<file path="src/rtl/disp_pkg.sv">
`default_nettype none
// +-----------------------------------------------------------------------+
// | disp_pkg : shared digit/anode types and helpers for the display scan  |
// | Rev 1.0                                                               |
// +-----------------------------------------------------------------------+
package disp_pkg;
   localparam int NUM_DIGITS = 4;
   localparam int DIGIT_W    = 4;
   localparam logic [NUM_DIGITS-1:0] AN_OFF = 4'b1111;

   typedef logic [DIGIT_W-1:0] digit_t;

   function automatic logic is_bcd(input digit_t d);
      return (d <= digit_t'(9));
   endfunction
endpackage
`default_nettype wire

</file>
<file path="src/rtl/refresh_prescaler.sv">
`default_nettype none
// +-----------------------------------------------------------------------+
// | refresh_prescaler : 0..DIV-1 slot counter, tick at terminal count     |
// | Rev 1.0                                                               |
// +-----------------------------------------------------------------------+
module refresh_prescaler
   import disp_pkg::*;
#(
   parameter int DIV = 50000
) (
   input  logic clk,
   input  logic rst_n,
   output logic tick,
   output logic slot_first
);
   localparam int CNT_W = $clog2(DIV);
   localparam logic [CNT_W-1:0] LAST = CNT_W'(DIV - 1);

   logic [CNT_W-1:0] cnt_q;
   logic [CNT_W-1:0] cnt_d;

   always_comb begin
      tick       = (cnt_q == LAST);
      slot_first = (cnt_q == '0);
      cnt_d      = tick ? '0 : cnt_q + CNT_W'(1);
   end

   always_ff @(posedge clk or negedge rst_n) begin
      if (!rst_n) begin
         cnt_q <= '0;
      end else begin
         cnt_q <= cnt_d;
      end
   end
endmodule
`default_nettype wire

</file>
<file path="src/rtl/digit_scan_mux.sv">
`default_nettype none
// +-----------------------------------------------------------------------+
// | digit_scan_mux : 4-digit multiplexed BCD display scanner, frame-safe  |
// | value commit. Option: LEADING_ZERO_BLANK_EN blanks leading zeros.     |
// | Rev 1.0                                                               |
// +-----------------------------------------------------------------------+
module digit_scan_mux
   import disp_pkg::*;
#(
   parameter int REFRESH_DIV = 50000
) (
   input  logic                            clk,
   input  logic                            rst_n,
   input  logic                            load_valid,
   input  logic [NUM_DIGITS*DIGIT_W-1:0]   load_data,
   output logic                            load_ready,
   output logic [DIGIT_W-1:0]              digit,
   output logic [NUM_DIGITS-1:0]           an,
   output logic                            frame_start,
   output logic                            bcd_err
);
   localparam int VAL_W = NUM_DIGITS * DIGIT_W;

   logic w_tick;
   logic w_slot_first;

   logic [1:0]            idx_q,         idx_d;
   logic [VAL_W-1:0]      shadow_q,      shadow_d;
   logic [VAL_W-1:0]      display_q,     display_d;
   logic                  pending_q,     pending_d;
   logic                  bcd_err_q,     bcd_err_d;
   logic [DIGIT_W-1:0]    digit_q,       digit_d;
   logic [NUM_DIGITS-1:0] an_q,          an_d;
   logic                  frame_start_q, frame_start_d;

   logic                  w_accept;
   logic                  w_commit;
   logic                  w_shadow_ok;
   logic [NUM_DIGITS-1:0] w_blank;
   logic [NUM_DIGITS-1:0] w_lit;
`ifdef LEADING_ZERO_BLANK_EN
   logic                  w_hi_zero;
`endif

   refresh_prescaler #(
      .DIV        (REFRESH_DIV)
   ) u_prescaler (
      .clk        (clk),
      .rst_n      (rst_n),
      .tick       (w_tick),
      .slot_first (w_slot_first)
   );

   always_comb begin
      w_accept = load_valid && !pending_q;
      w_commit = w_tick && (idx_q == 2'd3) && pending_q;

      w_shadow_ok = 1'b1;
      for (int i = 0; i < NUM_DIGITS; i++) begin
         if (!is_bcd(shadow_q[i*DIGIT_W +: DIGIT_W])) begin
            w_shadow_ok = 1'b0;
         end
      end

      idx_d     = w_tick ? idx_q + 2'd1 : idx_q;
      shadow_d  = w_accept ? load_data : shadow_q;
      display_d = w_commit ? shadow_q : display_q;
      bcd_err_d = w_commit ? !w_shadow_ok : bcd_err_q;

      pending_d = pending_q;
      if (w_commit) begin
         pending_d = 1'b0;
      end
      if (w_accept) begin
         pending_d = 1'b1;
      end

      // A digit is blank when it and every digit above it are zero.
`ifdef LEADING_ZERO_BLANK_EN
      w_blank   = '0;
      w_hi_zero = 1'b1;
      for (int i = NUM_DIGITS - 1; i >= 1; i--) begin
         w_hi_zero  = w_hi_zero && (display_q[i*DIGIT_W +: DIGIT_W] == '0);
         w_blank[i] = w_hi_zero;
      end
`else
      w_blank = '0;
`endif

      w_lit = AN_OFF;
      if (!w_blank[idx_q]) begin
         w_lit[idx_q] = 1'b0;
      end

      // TC loads the dead cycle; the slot's first count lights; else hold.
      if (w_tick) begin
         an_d = AN_OFF;
      end else if (w_slot_first) begin
         an_d = w_lit;
      end else begin
         an_d = an_q;
      end
      digit_d       = w_tick ? display_d[idx_d*DIGIT_W +: DIGIT_W] : digit_q;
      frame_start_d = w_tick && (idx_d == 2'd0);
   end

   always_ff @(posedge clk or negedge rst_n) begin
      if (!rst_n) begin
         idx_q         <= 2'd0;
         shadow_q      <= '0;
         display_q     <= '0;
         pending_q     <= 1'b0;
         bcd_err_q     <= 1'b0;
         digit_q       <= '0;
         an_q          <= AN_OFF;
         frame_start_q <= 1'b0;
      end else begin
         idx_q         <= idx_d;
         shadow_q      <= shadow_d;
         display_q     <= display_d;
         pending_q     <= pending_d;
         bcd_err_q     <= bcd_err_d;
         digit_q       <= digit_d;
         an_q          <= an_d;
         frame_start_q <= frame_start_d;
      end
   end

   assign load_ready  = !pending_q;
   assign digit       = digit_q;
   assign an          = an_q;
   assign frame_start = frame_start_q;
   assign bcd_err     = bcd_err_q;
endmodule
`default_nettype wire

</file>
<file path="config.mk">
export PLATFORM = sky130hd
export DESIGN_NAME = digit_scan_mux
export DESIGN_NICKNAME = d
export VERILOG_FILES = /design/src/rtl/disp_pkg.sv /design/src/rtl/refresh_prescaler.sv /design/src/rtl/digit_scan_mux.sv
export SDC_FILE = /design/constraint.sdc
export NUM_CORES = 1
export LEC_CHECK = 0
export BUFFER_PORTS_ARGS = -buffer_cell sky130_fd_sc_hd__buf_2
export CAP_MARGIN = 40
export CORE_ASPECT_RATIO = 1.2
export CORE_MARGIN = 8
export CORE_UTILIZATION = 51
export DETAILED_ROUTE_END_ITERATION = 6
export PLACE_DENSITY = 0.72
export SLEW_MARGIN = 20
export SYNTH_ARGS = -nofsm -noshare
export SYNTH_HDL_FRONTEND = slang
export SYNTH_HIERARCHICAL = 1
export SYNTH_SLANG_ARGS = --single-unit
</file>
<file path="constraint.sdc">
create_clock -name clk -period 2.95 [get_ports clk]
set_input_delay 0.59 -clock clk [delete_from_list [all_inputs] [get_ports clk]]
set_output_delay 0.59 -clock clk [all_outputs]
set_load 0.02 [all_outputs]
</file>
==> flow_metrics.env <==
export IMPL_status="finished clean"
export IMPL_irDropWorstVdd_uv=239
export IMPL_pwr_share_clk_pct=43.8
export IMPL_skew_ps=8.61
export IMPL_power_internal_uw=1330
export IMPL_gr_usage_met1_pct=17.3
export IMPL_crit_type="register to register"
export IMPL_hp_class="input pin to async pin"
export IMPL_finalCriticalPeriod_ps=2510
export IMPL_dieArea_mm2=0.00786
export IMPL_synth_top_cell_area_share_pct=53.1
export IMPL_cpPeakStageDelay_ps=400
export IMPL_syn_nets=236
export IMPL_r2r_slack_ps=440
export IMPL_clk_latency_ps=330
export IMPL_p_comb_share_pct=3.6
export IMPL_io_buffer_count=29
export IMPL_r2r_start="u_prescaler/cnt_q[4]"
export IMPL_cts_root_buf="clkbuf_8"
export IMPL_dp_hpwl_um=3610
export IMPL_drive_above_1_share_pct=34.9
export IMPL_r2r_worst_path_cells=7
export IMPL_required_ps=3160
export IMPL_num_vias=1705
export IMPL_cts_sinks=61
export IMPL_die_h_um=95.5
export IMPL_timing_rr_end="digit[0]"
export IMPL_sw_frac_of_total_pct=20.9
export IMPL_initial_core_util_pct=51.8
export IMPL_htreeDepth=3
export IMPL_cp_end_kind="register"
export IMPL_yosysSeqAreaShare_pct=57.0
export IMPL_totalWireLength_um=4850
export IMPL_hold_violations=0
export IMPL_wire_per_inst_um=15.3
export IMPL_synthTopCellsByArea="dfrtp_1 53%, mux2_2 13%, dfstp_2 3.9%"
export IMPL_clkTransAtPathRegs_ps=70
export IMPL_slew_viol_final=0
export IMPL_p_leak_uw=0.00150
export IMPL_p_sw_uw=353
export IMPL_cts_buffers=9
export IMPL_busiest_layer="met2"
export IMPL_io_pins=30
export IMPL_grt_pass1_vias=1705
export IMPL_cts_buffer_depth=2
export IMPL_final_common_cell="dfrtp_1"
export IMPL_rows=29
export IMPL_relSlewSlack_pct=54.2
export IMPL_setup_viol=0
export IMPL_grt_pass1_wl_um=8110
export IMPL_via_per_inst=5.38
export IMPL_hold_ws_ps=200
export IMPL_worstSetupStartpointType="register"
export IMPL_grt_setup_unrepaired="no"
export IMPL_syn_area_mm2=0.00269
export IMPL_cp_max_fo=16
export IMPL_gp_congestion=0.785
export IMPL_dieWidth_um=82.3
export IMPL_crit_path_end="digit[0]"
export IMPL_crit_start="u_prescaler/cnt_q[4]"
export IMPL_worstMarginPinSlew_ps=686
export IMPL_fin_nets=275
export IMPL_antenna_found_initial=0
export IMPL_ys_flop_type="dfrtp_1"
export IMPL_drc_errors=0
export IMPL_final_cell_mix="57 x dfrtp_1, 30 x mux2_2, 29 x buf_2, 17 x nor2_1, 15 x nand2_1"
export IMPL_ys_warn_count=6
export IMPL_core_mm2=0.00519
export IMPL_synth_seq_cells=61
export IMPL_first_iter_violations=99
export IMPL_layout_area_overhead_vs_synth_pct=15.4
export IMPL_critical_path_arrival_ps=2720
export IMPL_cap_violations=0
export IMPL_antennaDiodeCount=0
export IMPL_synth_cell_type_count=37
export IMPL_synth_edf_count=0
export IMPL_cts_setup_buffers=0
export IMPL_period_share_pct=85.1
export IMPL_use_met2_pct=21.1
export IMPL_hold_buffers=0
export IMPL_detail_route_antenna_nets=0
export IMPL_async_flop_share_pct=100
export IMPL_tns_ps=0
export IMPL_grt_max_degree=24
export IMPL_seqPwrFrac_pct=52.6
export IMPL_worst_path_max_delay_cell="dfrtp_1"
export IMPL_use_met3_pct=3.96
export IMPL_p_per_area_mw_per_mm2=544
export IMPL_yosys_area_top_type="dfrtp_1"
export IMPL_max_freq_mhz=398
export IMPL_timing_critical_path_cells="nor4_1 -> nand2_1 -> nor4_4 -> buf_4 -> xor2_1 -> mux2_2 -> a221o_1"
export IMPL_final_util_pct=59.8
export IMPL_avgSynthCellArea_um2=12.7
export IMPL_syn_inst=211
export IMPL_overflow=0
export IMPL_cts_resized=0
export IMPL_first_pass_iters=4
export IMPL_grt_use_total_pct=13.6
export IMPL_cts_tree="yes"
-- worst min path at each step --
stage / from / to / slack, ps / depth (start not counted)
after global routing: rst_n / shadow_q[10] / 230 / 1
final: rst_n / shadow_q[10] / 200 / 1
after floorplan: rst_n / bcd_err / 290 / 0
after detailed placement: bcd_err / bcd_err / 470 / 1
after CTS: rst_n / shadow_q[11] / 190 / 1
after global placement: bcd_err / bcd_err / 480 / 1
-- layout make-up --
class                      count  area (µm²)
timing repair buffer          33         175
multi-input combinational    135        1080
fill                         411        2090
clock buffer                  12         155
sequential                    61        1530
tap                           62        77.6
clock inverter                 4        47.5
inverter                      10        37.5
-- per-layer routing --
metal / vias up / part of all wire [%]
li1: 820 / -
met1: 836 / 43
met2: 44 / 50
met3: 5 / 6.1
met4: 0 / 0.95
met5: - / 0
-- synth_stat cells, drive strengths merged (2+ instances only) --
cell type and n:
dfrtp 57, mux2 34, nor2 17, nand2 15, inv 9, o21ai 9
xnor2 9, nor3 7, ha 6, xor2 6, nand3 5, nand4 5
nor4 5, buf 4, dfstp 4, a222oi 2, and2b 2, o31ai 2
-- per-stage QoR --
stage / power [µW] / worst slack, ps / cells / instance area (µm²)
4_1_cts: 1710 / 415 / 317 / 3100
2_1_floorplan: 922 / 349 / 211 / 2690
3_3_place_gp: 962 / 521 / 301 / 2900
3_5_place_dp: 967 / 446 / 301 / 2900
6_report: 1690 / 440 / 317 / 3100
5_1_grt: 1750 / 229 / 317 / 3100
-- flip-flops by register name (all words and copies together), names as in the netlist --
name,cells
an,4
idx_q,2
u_prescaler/cnt_q,16
shadow_q,16
digit,4
pending_q,1
frame_start,1
display_q,16
bcd_err,1
-- cell families after synthesis --
family | count (synthesis) | synth area share [%]
AO/OA/AOI/OAI | 18 | 4.56
adder cells (fa/ha/maj) | 6 | 2.79
buffers and inverters | 15 | 2.98
multiplexers | 36 | 15.6
flip-flops | 61 | 57.0
XOR/XNOR | 15 | 4.89
AND/OR/NAND/NOR | 60 | 12.2
-- power groups by stage --
stage / Clock, µW / Sequential (µW) / Combinational, µW
after floorplan: 0 / 893 / 29.3
after global placement: 0 / 902 / 60.1
after detailed placement: 0 / 903 / 63.2
after CTS: 758 / 888 / 63.1
after global routing: 795 / 890 / 69.4
final: 738 / 886 / 60.8
-- worst max-delay path: cells and delay by family, from the launching register on --
family | cells | cell delay [ps]
AO/OA/AOI/OAI | 1 | 280
multiplexers | 1 | 370
XOR/XNOR | 1 | 280
buffers and inverters | 1 | 280
AND/OR/NAND/NOR | 3 | 780
flip-flops | 1 | 400
Power figures use the tool's default switching activity.
